## config.mk

```make
export PLATFORM = sky130hd
export DESIGN_NAME = event_merge_flat
export DESIGN_NICKNAME = d
export VERILOG_FILES = /design/src/rtl/event_pkg.sv /design/src/rtl/event_merge_if.sv /design/src/rtl/edge_detect.sv /design/src/rtl/event_merge.sv /design/src/flat_wrapper.sv
export SDC_FILE = /design/constraint.sdc
export NUM_CORES = 1
export LEC_CHECK = 0
export ABC_CLOCK_PERIOD_IN_PS = 3000
export CORE_UTILIZATION = 40
export CTS_BUF_LIST = sky130_fd_sc_hd__clkbuf_4 sky130_fd_sc_hd__clkbuf_8
export DETAILED_ROUTE_END_ITERATION = 16
export GPL_TIMING_DRIVEN = 0
export MAX_ROUTING_LAYER = met4
export PLACE_DENSITY = 0.69
export SETUP_SLACK_MARGIN = 0.3
export SYNTH_ARGS = -nofsm -noshare
export SYNTH_HDL_FRONTEND = slang
export SYNTH_SLANG_ARGS = --single-unit
```

## constraint.sdc

```tcl
create_clock -name clk -period 3 [get_ports clk]
set_clock_uncertainty 0.15 [all_clocks]
set_input_delay 0.6 -clock clk [delete_from_list [all_inputs] [get_ports clk]]
set_output_delay 0.6 -clock clk [all_outputs]
set_load 0.05 [all_outputs]
```

## src/rtl/event_pkg.sv

```systemverilog
// Shared types and defaults for the event merger: FSM states, default sizing and the
// two-bit source mask ({B,A}).
package event_pkg;

  typedef enum logic {StIdle, StHold} state_e;

  localparam int unsigned DefHoldoff = 10;
  localparam int unsigned DefCntW    = 8;

  typedef logic [1:0] src_mask_t;

  // Number of set bits in a source mask (0..2).
  function automatic logic [1:0] mask_pop(src_mask_t m);
    return {1'b0, m[0]} + {1'b0, m[1]};
  endfunction

endpackage

```

## src/rtl/event_merge_if.sv

```systemverilog
// Event merger signal bundle: the master side drives enable and event levels, the slave side
// (the merger) returns the trigger strobe, source mask, busy flag and counters.
interface event_merge_if #(
  parameter int unsigned CNT_W = event_pkg::DefCntW
);
  import event_pkg::*;

  logic             en;
  logic             ev_a;
  logic             ev_b;
  logic             trig;
  src_mask_t        src;
  logic             busy;
  logic [CNT_W-1:0] trig_cnt;
  logic [CNT_W-1:0] drop_cnt;

  modport master (
    output en, ev_a, ev_b,
    input  trig, src, busy, trig_cnt, drop_cnt
  );

  modport slave (
    input  en, ev_a, ev_b,
    output trig, src, busy, trig_cnt, drop_cnt
  );

endinterface

```

## src/rtl/edge_detect.sv

```systemverilog
// Rising-edge detector for one synchronous level input. The history flop tracks the input
// during reset so a level held high across reset release is not seen as an edge.
module edge_detect (
  input  logic clk,
  input  logic rst,
  input  logic level_i,
  output logic rise_o
);

  logic prev_q;
  logic prev_d;

  assign prev_d = level_i;
  assign rise_o = level_i & ~prev_q;

  always_ff @(posedge clk) begin
    if (rst) begin
      prev_q <= level_i;
    end else begin
      prev_q <= prev_d;
    end
  end

endmodule

```

## src/rtl/event_merge.sv

```systemverilog
// Merges two event sources into one rate-limited trigger strobe; edges arriving during the
// hold window are collected and issued together when the window expires.
module event_merge
  import event_pkg::*;
#(
  parameter int unsigned HOLDOFF = DefHoldoff,
  parameter int unsigned CNT_W   = DefCntW
) (
  input  logic         clk,
  input  logic         rst,
  event_merge_if.slave bus
);

  localparam logic [7:0] Reload = 8'(HOLDOFF - 1);

  state_e           state_q, state_d;
  logic [7:0]       cnt_q, cnt_d;
  src_mask_t        pend_q, pend_d;
  logic             trig_q, trig_d;
  src_mask_t        src_q, src_d;
  logic [CNT_W-1:0] trig_cnt_q, trig_cnt_d;
  logic [CNT_W-1:0] drop_cnt_q, drop_cnt_d;

  logic             rise_a, rise_b;
  src_mask_t        acc;
  src_mask_t        fire;
  logic [1:0]       drop_inc;
  logic [CNT_W:0]   drop_sum;

  edge_detect u_edge_a (
    .clk     (clk),
    .rst     (rst),
    .level_i (bus.ev_a),
    .rise_o  (rise_a)
  );

  edge_detect u_edge_b (
    .clk     (clk),
    .rst     (rst),
    .level_i (bus.ev_b),
    .rise_o  (rise_b)
  );

  assign acc = {rise_b, rise_a} & {2{bus.en}};

  always_comb begin
    state_d  = state_q;
    cnt_d    = cnt_q;
    pend_d   = pend_q;
    trig_d   = 1'b0;
    src_d    = '0;
    drop_inc = '0;
    fire     = '0;
    unique case (state_q)
      StIdle: begin
        if (acc != '0) begin
          trig_d  = 1'b1;
          src_d   = acc;
          cnt_d   = Reload;
          state_d = StHold;
        end
      end
      StHold: begin
        // A repeat edge on a source that is already pending is lost.
        drop_inc = mask_pop(acc & pend_q);
        if (cnt_q != '0) begin
          cnt_d  = cnt_q - 8'd1;
          pend_d = pend_q | acc;
        end else begin
          fire   = pend_q | acc;
          pend_d = '0;
          if (fire != '0) begin
            trig_d = 1'b1;
            src_d  = fire;
            cnt_d  = Reload;
          end else begin
            state_d = StIdle;
          end
        end
      end
      default: state_d = StIdle;
    endcase

    trig_cnt_d = trig_cnt_q + CNT_W'(trig_d);
    drop_sum   = {1'b0, drop_cnt_q} + (CNT_W + 1)'(drop_inc);
    drop_cnt_d = drop_sum[CNT_W] ? '1 : drop_sum[CNT_W-1:0];
  end

  always_ff @(posedge clk) begin
    if (rst) begin
      state_q    <= StIdle;
      cnt_q      <= '0;
      pend_q     <= '0;
      trig_q     <= 1'b0;
      src_q      <= '0;
      trig_cnt_q <= '0;
      drop_cnt_q <= '0;
    end else begin
      state_q    <= state_d;
      cnt_q      <= cnt_d;
      pend_q     <= pend_d;
      trig_q     <= trig_d;
      src_q      <= src_d;
      trig_cnt_q <= trig_cnt_d;
      drop_cnt_q <= drop_cnt_d;
    end
  end

  assign bus.trig     = trig_q;
  assign bus.src      = src_q;
  assign bus.busy     = (state_q == StHold);
  assign bus.trig_cnt = trig_cnt_q;
  assign bus.drop_cnt = drop_cnt_q;

endmodule

```

## src/flat_wrapper.sv

```systemverilog
// flat-port wrapper written by rule: the top's interface ports become plain ports
module event_merge_flat import event_pkg::*;
#(
  parameter int unsigned HOLDOFF = DefHoldoff,
  parameter int unsigned CNT_W   = DefCntW
)
  (clk, rst, bus_en, bus_ev_a, bus_ev_b, bus_trig, bus_src, bus_busy, bus_trig_cnt, bus_drop_cnt);
  event_merge_if #(.CNT_W(CNT_W)) bus_i ();
  input  logic clk;
  input  logic rst;
  input wire logic [$bits(bus_i.en)-1:0] bus_en;
  input wire logic [$bits(bus_i.ev_a)-1:0] bus_ev_a;
  input wire logic [$bits(bus_i.ev_b)-1:0] bus_ev_b;
  output wire logic [$bits(bus_i.trig)-1:0] bus_trig;
  output wire logic [$bits(bus_i.src)-1:0] bus_src;
  output wire logic [$bits(bus_i.busy)-1:0] bus_busy;
  output wire logic [$bits(bus_i.trig_cnt)-1:0] bus_trig_cnt;
  output wire logic [$bits(bus_i.drop_cnt)-1:0] bus_drop_cnt;
  assign bus_i.en = bus_en;
  assign bus_i.ev_a = bus_ev_a;
  assign bus_i.ev_b = bus_ev_b;
  assign bus_trig = bus_i.trig;
  assign bus_src = bus_i.src;
  assign bus_busy = bus_i.busy;
  assign bus_trig_cnt = bus_i.trig_cnt;
  assign bus_drop_cnt = bus_i.drop_cnt;
  event_merge #(.HOLDOFF(HOLDOFF), .CNT_W(CNT_W)) u_core (.clk(clk), .rst(rst), .bus(bus_i));
endmodule
```

; Yosys cells after proc, flatten, opt, wreduce, memory -nomap -nowiden
; Cells that the tools add are included.
[op_classes]
add_sub_neg = 4
eq_ne = 2
n_mux = 17
n_bitwise = 8
n_reduce_logical = 4
[op_table]
columns = cell, n
row1 = 8-bit 2-to-1 mux, 4
row2 = 8-bit one-hot mux with 2 select lines, 1
row3 = 2-bit 2-to-1 mux, 5
row4 = 8-bit by 2-bit adder with 9-bit output, 1
row5 = 8-bit by 1-bit adder with 8-bit output, 1
row6 = 8-bit nonzero test, 1
row7 = 8-bit by 1-bit subtractor with 8-bit output (second input constant), 1
row8 = 2-bit AND, 2
row9 = 1-bit 2-to-1 mux, 4
row10 = 1-bit one-hot mux with 2 select lines, 2
row11 = 2-bit one-hot mux with 2 select lines, 1
row12 = 2-bit nonzero test, 2
row13 = 3-bit != test (second input constant), 1
row14 = 1-bit inverter, 3
row15 = 1-bit by 1-bit adder with 2-bit output, 1
row16 = 1-bit AND, 2
row17 = 2-bit by 1-bit != test with 1-bit output (second input constant), 1
row18 = 2-bit bitwise OR, 1
row19 = 2-bit AND reduction, 1
[totals]
regBits = 32
inputBits = 5
output_inout_bits = 20
elab_cells = 44

; Longest topological paths before layout
; Gate-level depths: netlist (run 1).
[depth]
word_depth = 9
ltp_mapped = 11
depth_no_buf = 11

; Hierarchy
; A second synthesis (run 1) with hierarchy kept.
[unflattened]
hier_cells = 162
hier_area_um2 = 1472.7
[modules_own_cells]
columns = mod, n_inst, cells_per_inst, area_per_inst_um2, seq_area_each_um2
row1 = event_merge, 1, 158, 1405.1, 600.6
row2 = edge_detect, 2, 2, 33.8, 20.0

; Worst setup path before layout (run 1)
; OpenSTA, ideal clock, no wires.
[synth_timing]
kind = in2reg
start = input bus_ev_a
end = register u_core.drop_cnt_q[5] (netlist: u_core.bus.drop_cnt[5])
setup_ps = 78
arrival_time_ps = 2665
t_required_ps = 2772
setup_slack_ps = 107
path_stages = 11
path_buffers = 0
path_cell_list = nor2b_1 and3_1 ha_1 and2_1 ha_1 inv_1 fa_1 nor2b_1 nand4_1 and3_1 nor3_1
[synth_between]
elab_chain_len = 7
[synth_rtl]
columns = element, line
row1 = "start, declared", flat_wrapper.sv:12  ; input wire logic [$bits(bus_i.ev_a)-1:0] bus_ev_a;
row2 = 1-bit AND, edge_detect.sv:14  ; assign rise_o = level_i & ~prev_q;
row3 = 2-bit AND, event_merge.sv:44  ; assign acc = {rise_b, rise_a} & {2{bus.en}};
row4 = 2-bit AND, event_merge.sv:65  ; drop_inc = mask_pop(acc & pend_q);
row5 = 1-bit by 1-bit adder with 2-bit output, event_pkg.sv:14  ; return {1'b0, m[0]} + {1'b0, m[1]};
row6 = 2-bit 2-to-1 mux, event_merge.sv:54  ; unique case (state_q)
row7 = 8-bit by 2-bit adder with 9-bit output, event_merge.sv:85  ; drop_sum = {1'b0, drop_cnt_q} + (CNT_W + 1)'(drop_inc);
row8 = 8-bit 2-to-1 mux, event_merge.sv:86  ; drop_cnt_d = drop_sum[CNT_W] ? '1 : drop_sum[CNT_W-1:0];
row9 = "end signal, assigned", event_merge.sv:105  ; drop_cnt_q <= drop_cnt_d;
row10 = "end, declared", event_merge.sv:22  ; logic [CNT_W-1:0] drop_cnt_q, drop_cnt_d;
; Every way passes these cells.
; A chain may end at the register's enable or synchronous reset.

; Final worst setup path (run 1)
[layout_timing]
start = input bus_ev_b
end = register u_core.drop_cnt_q[5] (netlist: u_core.bus.drop_cnt[5])
[layout_between]
elab_chain_len = 7
[layout_rtl]
columns = element, line
row1 = "start, declared", flat_wrapper.sv:13  ; input wire logic [$bits(bus_i.ev_b)-1:0] bus_ev_b;
row2 = 1-bit AND, edge_detect.sv:14
row3 = 2-bit AND, event_merge.sv:44
row4 = 2-bit AND, event_merge.sv:65
row5 = 1-bit by 1-bit adder with 2-bit output, event_pkg.sv:14
row6 = 2-bit 2-to-1 mux, event_merge.sv:54
row7 = 8-bit by 2-bit adder with 9-bit output, event_merge.sv:85
row8 = 8-bit 2-to-1 mux, event_merge.sv:86
; Every way passes these cells.

==> results of run 1 <==
-- through the flow --
step | setup TNS, ns | setup WS [ns] | std cells
after floorplan | 0 | 0.264 | 159
after global placement | -1.37 | -0.364 | 229
after detailed placement | -1.96 | -0.431 | 229
after CTS | 0 | 0.305 | 243
after global routing | 0 | 0.285 | 244
final | 0 | 0.343 | 244
-- power by group through the flow --
stage                     combinational, mW  clock (mW)  sequential, mW
after floorplan                      0.0921           0           0.484
final                                 0.151       0.323           0.460
after global placement                0.146           0           0.469
after global routing                  0.166       0.360           0.463
after detailed placement              0.149           0           0.470
after CTS                             0.151       0.336           0.460
-- registers in the layout, summed over array words and instances, names as in the netlist --
| signal | flops |
|---|---|
| u_core.bus.drop_cnt | 8 |
| u_core.bus.trig_cnt | 8 |
| u_core.cnt_q | 8 |
| u_core.bus.src | 2 |
| u_core.pend_q | 2 |
| u_core.bus.busy | 1 |
| u_core.bus.trig | 1 |
| u_core.u_edge_a.prev_q | 1 |
| u_core.u_edge_b.prev_q | 1 |
-- routing by layer --
metal | wire length, um | GRT usage [%] | vias to the layer above
met1 | 1400 | 20.0 | 593
li1 | - | - | 661
met2 | 1490 | 28.0 | 33
met3 | 130 | 5.47 | 4
met5 | 0 | - | -
met4 | 31 | 5.23 | 0
-- repair_timing --
action / 4_1_cts / 5_1_grt
pin swaps: 4 / 4
endpoints found under the hold margin: 0 / 0
setup endpoints to repair: 8 / 7
buffers inserted: 6 / 1
gates resized for setup: 5 / 4
-- area by class of cell --
class | instances | area share (%)
Clock buffer | 5 | 1.93
Clock inverter | 3 | 2.19
Multi-Input combinational cell | 113 | 42.4
Inverter | 10 | 1.93
Timing Repair Buffer | 31 | 14.9
Buffer | 4 | 0.773
Tap cell | 46 | 2.96
Sequential cell | 32 | 33.0
-- worst max-delay path, delay by kind of cell --
kind,cells,cell delay (ns)
adder cells (fa/ha/maj),3,0.79
buffers and inverters,2,0.29
AND/OR/NAND/NOR,7,1.12
-- cell usage in the layout (no fill, tap or decap), types with 2 or more instances in the layout --
| master | count |
|---|---|
| nor3b_1 | 2 |
| dlygate4sd2_1 | 3 |
| clkdlybuf4s50_1 | 21 |
| nor2_1 | 11 |
| dfxtp_1 | 32 |
| o21ai_0 | 4 |
| a22oi_1 | 2 |
| clkbuf_1 | 4 |
| o221ai_1 | 2 |
| nor3_1 | 7 |
| buf_4 | 7 |
| nor2b_1 | 4 |
| nor2b_4 | 3 |
| a211oi_1 | 5 |
| nand3_1 | 6 |
| xnor2_1 | 3 |
| clkbuf_4 | 5 |
| ha_1 | 6 |
| xor2_1 | 6 |
| inv_1 | 8 |
| a21oi_1 | 9 |
| and4b_1 | 2 |
| a31oi_1 | 3 |
| nand2_1 | 8 |
| and3_1 | 5 |
| or4b_1 | 2 |
-- logic make-up after synthesis --
family                     synth area share, %
buffers and inverters                     3.58
and+or+nand+nor                           22.7
xor gates and xnor gates                  5.38
muxes                                    0.683
AOI/OAI and AO/OA                         16.6
DFF                                       43.7
adders and majority gates                 7.34
-- worst max-delay path by stage --
stage / from / end / slack (ns) / depth (start not counted)
floorplan: bus_ev_b / u_core.bus.drop_cnt[5] / 0.26 / 11
global placement: bus_en / u_core.bus.drop_cnt[5] / -0.36 / 11
detailed placement: bus_en / u_core.bus.drop_cnt[5] / -0.43 / 11
CTS: bus_ev_b / u_core.bus.drop_cnt[5] / 0.31 / 12
global route: bus_ev_b / u_core.bus.drop_cnt[0] / 0.29 / 12
finish: bus_ev_b / u_core.bus.drop_cnt[5] / 0.34 / 12
==> results.yml, run 1 <==
timing:
  rsz0062_at_grt: "false"
  max_clock_freq_mhz: 376
  hold_ws_ns: 0.350
  hold_viol_final: 0
  fin_crit_ns: 2.66
  worstMarginPinSlew_ns: 0.495
  finalCritPeriodShare_pct: 88.6
  maxSlewViolCount: 0
  timing.slew.headroom_pct: 66.9
  setup-violations-final: 0
drt:
  wl_mm: 3.06
  wire_per_inst_um: 12.5
  drt_iter0_markers: 40
  drc: 0
  via_count: 1291
  vias_per_cell: 5.29
  ant_nets: 0
  drt_first_pass_iters: 4
die:
  fp.coreArea_um2: 3420
  die_h_um: 62.5
  die_x_um: 62.5
  rows: 21
  die_area_um2: 3910
  start_util_pct: 42.9
  ios: 25
place:
  dp_hpwl_mm: 2.13
  port_buffers: 24
  place.gp.congestion: 0.842
  placed_area_um2: 1790
finish:
  multiInputGateArea_um2: 823
  num_antenna_cells: 0
  area_delta_synth_final_pct: 32.5
  regArea_um2: 641
  finalNetCount: 210
  fillCellCount: 309
  final_util_pct: 56.9
  drive_gt1_share_pct: 14.6
  fin_area_um2: 1940
setup_path:
  timing.rr.start: "u_core.cnt_q[0]"
  crit_path_cell_trace: "dlygate4sd2_1, nor2b_4, and3_4, ha_1, and2_4, ha_4, inv_2, fa_2, nor2b_4, nand4_1, and3_1, nor3_1"
  critPathLaunchType: "input pin"
  critPathKind: "input pin to register"
  critPathMostFrequentCell: "nor2b_4"
  cpPeakStageDelay_ns: 0.39
  required_ns: 3.12
  crit_path_max_fanout: 4
  reg2reg_depth: 10
  worst_setup_path_end_kind: "register"
  rrSetupSlack_ns: 0.47
  crit_path_top_delay_cell: "fa_2"
  reg2reg_to: "u_core.bus.trig_cnt[5]"
  arrival_ns: 2.77
cts:
  cts_buffers: 5
  cts.sinks: 32
  cts-root-buf: "clkbuf_4"
  htreeDepth: 2
  hold_buffers: 0
  clk_pin_slew_ns: 0.10
  clk_path_buf_depth: 2
  cts_tree: "done"
  clkLatencyLatePin_ns: 0.33
synthesis:
  yosys-top-cells-count: "32 x dfxtp_1, 11 x nor2_1, 10 x a21oi_1"
  yosysUniqueCellTypes: 40
  synth_cells: 159
  yosysSeqAreaShare_pct: 43.7
  synthMostInstantiatedCell: "dfxtp_1"
  yosys-top-cells-area: "dfxtp_1 44%, ha_1 6.0%, xor2_1 3.6%, a21oi_1 3.4%, nor2b_1 3.0%"
  ys_warn_count: 0
  synth_top_area_share_pct: 43.7
  synth_ff_type: "dfxtp_1"
  synth_area_leader_cell: "dfxtp_1"
  synth_nets: 172
  ys_seq_elements: 32
  synth_edf_count: 0
  postSynthAreaPerCell_um2: 9.22
  async_flop_share_pct: 0
  netlist_area_um2: 1470
flow_run:
  drv_cap: 0
status:
  status: "finished clean"
global_routing:
  first_global_vias: 1186
  track_usage_pct: 17.2
  grt_max_degree: 12
  grt_overflow: 0
  grt_pass1_wl_mm: 5.18
  antenna_found_initial: 0
pwr:
  seq_power_share_pct: 49.3
  p_int_mw: 0.677
  leakage_nw: 0.735
  pwr-share-comb_pct: 16.1
  power-per-cell-area_nw_per_um2: 481
  power_mw: 0.935
  switching_share_pct: 27.6
  peakVddDrop_mv: 0.293
  p_clk_share_pct: 34.6
  switchingPower_mw: 0.258
worst_hold_path:
  hp-class: "register to register"
  min_to: "u_core.cnt_q[1]"
  worstHoldStart: "u_core.cnt_q[1]"
  hold_depth: 2
Power figures use the tool's default switching activity.
==> inputs of run 2 (changes only) <==
--- a/config.mk
+++ b/config.mk
@@ -5,13 +5,13 @@
 export SDC_FILE = /design/constraint.sdc
 export NUM_CORES = 1
 export LEC_CHECK = 0
-export ABC_CLOCK_PERIOD_IN_PS = 3000
+export ABC_CLOCK_PERIOD_IN_PS = 3050
 export CORE_UTILIZATION = 40
 export CTS_BUF_LIST = sky130_fd_sc_hd__clkbuf_4 sky130_fd_sc_hd__clkbuf_8
 export DETAILED_ROUTE_END_ITERATION = 16
 export GPL_TIMING_DRIVEN = 0
 export MAX_ROUTING_LAYER = met4
-export PLACE_DENSITY = 0.69
+export PLACE_DENSITY = 0.67
 export SETUP_SLACK_MARGIN = 0.3
 export SYNTH_ARGS = -nofsm -noshare
 export SYNTH_HDL_FRONTEND = slang
==> constraint.sdc (replaced) <==
create_clock -name clk -period 3.05 [get_ports clk]
set_clock_uncertainty 0.15 [all_clocks]
set_input_delay 0.61 -clock clk [delete_from_list [all_inputs] [get_ports clk]]
set_output_delay 0.61 -clock clk [all_outputs]
set_load 0.05 [all_outputs]
==> run 2 against run 1 <==
Compared with the run above: sequential power is 2% lower; first-iteration DRC count is 23% higher; via count is 0.23% lower; combinational power barely moved; hold slack worse by 0.014 ns; die area did not move; sequential share of layout area up 0.63 points; critical path type unchanged; count of clock-buffer cells in the layout increased by 1; largest power group unchanged; cell count is 0.41% lower; sequential cell count unchanged; wire length is 1.6% lower.
==> results.yml, run 2 (synthesis gave the netlist of run 1 again) <==
status:
  status: "finished clean"
timing:
  finalCritPeriodShare_pct: 86.2
  max_clock_freq_mhz: 380
  rsz0062_at_grt: "false"
  fin_ws_ns: 0.420
  worstMarginPinSlew_ns: 0.501
  setup-violations-final: 0
  maxSlewViolCount: 0
  hold_viol_final: 0
  timing.slew.headroom_pct: 66.5
  fin_crit_ns: 2.63
global_routing:
  grt_pass1_wl_mm: 5.15
  track_usage_pct: 17.5
  grt_overflow: 0
  grt_max_degree: 11
  first_global_vias: 1175
  antenna_found_initial: 0
die:
  ios: 25
  die_h_um: 62.5
  fp.coreArea_um2: 3420
  rows: 21
  die_x_um: 62.5
  die_area_um2: 3910
  start_util_pct: 42.9
finish:
  mostFrequentLayoutCells: "32 x dfxtp_1, 21 x clkdlybuf4s50_1, 11 x nor2_1, 9 x a21oi_1"
  final_util_pct: 55.8
  finalNetCount: 210
  fin_area_um2: 1910
  drive_gt1_share_pct: 13.7
  num_antenna_cells: 0
  fillCellCount: 317
  final_common_cell: "dfxtp_1"
  area_delta_synth_final_pct: 30.0
cts:
  clk_path_buf_depth: 2
  htreeDepth: 2
  cts_buffers: 5
  hold_buffers: 0
  cts.sinks: 32
  clkLatencyLatePin_ns: 0.34
  cts_tree: "done"
  cts-root-buf: "clkbuf_4"
  clk_pin_slew_ns: 0.10
setup_path:
  critPathLaunchType: "input pin"
  required_ns: 3.17
  crit_path_max_fanout: 7
  critPathKind: "input pin to register"
  arrival_ns: 2.75
  worst_setup_path_end_kind: "register"
pwr:
  seq_power_share_pct: 54.6
  leakage_nw: 0.724
  power_mw: 0.830
  power-per-cell-area_nw_per_um2: 435
  p_clk_share_pct: 27.7
  pwr-share-comb_pct: 17.8
  switching_share_pct: 29.1
  peakVddDrop_mv: 0.281
  p_int_mw: 0.588
  switchingPower_mw: 0.242
place:
  place_ws_ns: -0.328
  place.gp.congestion: 0.814
  placed_area_um2: 1790
  dp_hpwl_mm: 2.10
  port_buffers: 24
flow_run:
  drv_cap: 0
drt:
  wl_mm: 3.01
  via_count: 1288
  ant_nets: 0
  drt_first_pass_iters: 4
  vias_per_cell: 5.30
  drc: 0
  wire_per_inst_um: 12.4
  drt_iter0_markers: 49
worst_hold_path:
  hp-class: "input pin to register"
[run 2: stage by stage]
| step | TNS, ns | hold WS [ns] | cells |
|---|---|---|---|
| 5_1_grt | 0 | 0.329 | 243 |
| 6_report | 0 | 0.336 | 243 |
| 4_1_cts | 0 | 0.354 | 240 |
| 3_3_place_gp | -1.03 | 0.330 | 229 |
| 3_5_place_dp | -1.15 | 0.346 | 229 |
| 2_1_floorplan | 0 | 0.317 | 159 |
[run 2: routing by layer]
metal / vias up / GRT usage, % / share of wire (%)
met5: - / - / 0
met2: 20 / 27.6 / 48
met1: 608 / 19.9 / 46
li1: 653 / - / -
met4: 0 / 10.5 / 2.3
met3: 7 / 4.38 / 3.2
[run 2: power groups by stage]
| stage | Combinational, mW | Clock, mW | Sequential, mW |
|---|---|---|---|
| finish | 0.148 | 0.230 | 0.453 |
| global route | 0.162 | 0.259 | 0.455 |
| CTS | 0.145 | 0.240 | 0.453 |
| detailed placement | 0.145 | 0 | 0.462 |
| global placement | 0.143 | 0 | 0.461 |
| floorplan | 0.0906 | 0 | 0.476 |
[run 2: worst paths after layout]
check / startpoint / to / slack (ns) / cells after the start
setup / recovery: bus_en / u_core.bus.drop_cnt[5] / 0.42 / 11
hold / removal: bus_ev_a / u_core.u_edge_a.prev_q / 0.34 / 1
setup reg to reg: u_core.cnt_q[0] / u_core.bus.trig_cnt[7] / 0.51 / 10
hold reg to reg: u_core.cnt_q[1] / u_core.cnt_q[1] / 0.35 / 2
[run 2: worst max-delay path, stage by stage]
cell           delay (ns)
dlygate4sd2_1        0.30
and3_1               0.21
ha_1                 0.26
and2_1               0.12
ha_2                 0.18
inv_2                0.04
fa_2                 0.38
nor2b_4              0.15
nand4_1              0.14
and3_1               0.22
nor3_2               0.14
[run 2: repair_timing]
action,4_1_cts,5_1_grt
buffers inserted,4,3
gates resized for setup,5,4
cloned,0,0
setup endpoints to repair,6,4
endpoints found under the hold margin,0,0
pin swaps,3,3
[run 2: final cells by class]
| cell class | count | area (um2) | share of cell area, % |
|---|---|---|---|
| Tap cell | 46 | 57.6 | 3.02 |
| Sequential cell | 32 | 641 | 33.6 |
| Clock buffer | 6 | 45.0 | 2.36 |
| Inverter | 10 | 37.5 | 1.97 |
| Buffer | 4 | 15.0 | 0.787 |
| Timing Repair Buffer | 31 | 292 | 15.3 |
| Clock inverter | 1 | 5.00 | 0.262 |
| Multi-Input combinational cell | 113 | 815 | 42.7 |
==> inputs of run 3 (changes only) <==
--- a/config.mk
+++ b/config.mk
@@ -12,7 +12,9 @@
 export GPL_TIMING_DRIVEN = 0
 export MAX_ROUTING_LAYER = met4
 export PLACE_DENSITY = 0.67
+export REMOVE_ABC_BUFFERS = 1
 export SETUP_SLACK_MARGIN = 0.3
+export SLEW_MARGIN = 20
 export SYNTH_ARGS = -nofsm -noshare
 export SYNTH_HDL_FRONTEND = slang
 export SYNTH_SLANG_ARGS = --single-unit
==> run 3 against run 2 <==
Compared with the run above: critical path depth fell by 10; via count fell by 1.6%; critical endpoint is now bus_busy; combinational power fell by 6%; die area did not move; cell count fell by 2.9%; clock power rose by 16%; non-clock buffer count fell by 8; power rose by 3.6%.
==> results.yml, run 3 (synthesis gave the netlist of run 1 again) <==
setup_path:
  arrival_ns: 1.87
  critPathKind: "register to output port"
  crit_family: "buffers and inverters"
  cpPeakStageDelay_ns: 0.90
  critPathBufInv: 1
  crit_path_top_delay_cell: "clkdlybuf4s50_1"
  critPathLaunchType: "register"
  required_ns: 2.29
  crit_path_max_fanout: 16
  crit_path_cell_trace: "clkdlybuf4s50_1"
  worst_setup_path_end_kind: "output port"
cts:
  clkLatencyLatePin_ns: 0.33
  cts_buffers: 5
  cts.sinks: 32
  cts-root-buf: "clkbuf_4"
  cts_tree: "done"
  htreeDepth: 2
  clk_path_buf_depth: 2
  clk_pin_slew_ns: 0.10
drt:
  via_count: 1268
  vias_per_cell: 5.37
  drt_iter0_markers: 51
  drc: 0
  ant_nets: 0
  dr_wl_met2_mm: 1.44
  wire_per_inst_um: 12.3
  routed.top_layer: "met4"
  drt_first_pass_iters: 4
  met1_length_mm: 1.29
  wl_mm: 2.90
  wl_met3_um: 111
pwr:
  switching_share_pct: 27.6
  p_clk_share_pct: 30.9
  power-per-cell-area_nw_per_um2: 464
  power_mw: 0.860
  pwr-share-comb_pct: 16.2
  p_int_mw: 0.623
  switchingPower_mw: 0.237
  seq_power_share_pct: 52.9
  peakVddDrop_mv: 0.234
  leakage_nw: 0.709
timing:
  max_clock_freq_mhz: 381
  hold_ws_ns: 0.368
  rsz0062_at_grt: "false"
  finalCritPeriodShare_pct: 86.1
  fin_crit_ns: 2.63
  maxSlewViolCount: 0
  tns_ns: 0
  worstMarginPinSlew_ns: 0.544
  setup-violations-final: 0
  fin_ws_ns: 0.424
  timing.slew.headroom_pct: 63.7
  hold_viol_final: 0
finish:
  area_delta_synth_final_pct: 26.4
  fin_area_um2: 1850
  finalNetCount: 202
  fin_cells: 236
  final_util_pct: 54.2
  num_antenna_cells: 0
  mostFrequentLayoutCells: "32 x dfxtp_1, 20 x clkdlybuf4s50_1, 11 x nor2_1, 10 x a21oi_1, 9 x inv_1"
  final_common_cell: "dfxtp_1"
  drive_gt1_share_pct: 11.6
  fillCellCount: 325
global_routing:
  grt_pass1_wl_mm: 5.06
  grt_overflow: 0
  first_global_vias: 1177
  track_usage_pct: 16.8
  antenna_found_initial: 0
  grt_max_degree: 32
die:
  rows: 21
  fp.coreArea_um2: 3420
  die_h_um: 62.5
  start_util_pct: 42.9
  die_area_um2: 3910
  die_x_um: 62.5
  ios: 25
flow_run:
  drv_cap: 0
place:
  placed_area_um2: 1750
  port_buffers: 24
  place.gp.congestion: 0.824
  dp_hpwl_mm: 2.10
  place_ws_ns: -0.582
  dp_cells: 225
status:
  status: "finished clean"
worst_hold_path:
  hp-class: "register to register"
run 3: cell types whose count changed in the layout (fill, tap and decap cells not counted), moves of 2 or more:
cell             before  now
buf_4                 7    3
dlygate4sd2_1         1    3
clkbuf_1              4    0
clkdlybuf4s15_1       2    0
run 3: worst paths after layout:
check / startpoint / endpoint / slack [ns] / depth (start not counted)
max: u_core.bus.busy / bus_busy / 0.42 / 1
min: u_core.cnt_q[1] / u_core.cnt_q[1] / 0.37 / 2
max reg2reg: u_core.cnt_q[0] / u_core.bus.trig_cnt[4] / 0.48 / 10
min reg2reg: u_core.cnt_q[1] / u_core.cnt_q[1] / 0.37 / 2
run 3: cell type report:
class | instances | area (um2) | area share, %
clock buffer | 8 | 66.3 | 3.58
inverter | 10 | 37.5 | 2.03
sequential | 32 | 641 | 34.6
timing repair buffer | 27 | 254 | 13.7
multi-input combinational | 113 | 797 | 43.0
tap | 46 | 57.6 | 3.11
run 3: what timing repair did:
item	4_1_cts	5_1_grt
setup endpoints to repair	9	4
pin swaps	3	1
resized for setup	11	1
buffers inserted	3	0
hold buffers	0	0
run 3: power groups by stage:
stage                     clock network (mW)  logic [mW]  registers, mW
after floorplan                            0      0.0821          0.477
after global placement                     0       0.136          0.463
after detailed placement                   0       0.139          0.464
after CTS                              0.276       0.140          0.455
after global routing                   0.300       0.153          0.458
final                                  0.266       0.139          0.455
run 3: per-layer routing:
layer / vias to the layer above / track usage [%]
met3: 8 / 3.83
met4: 0 / 9.30
met1: 598 / 17.4
met2: 29 / 29.1
met5: - / -
li1: 633 / -
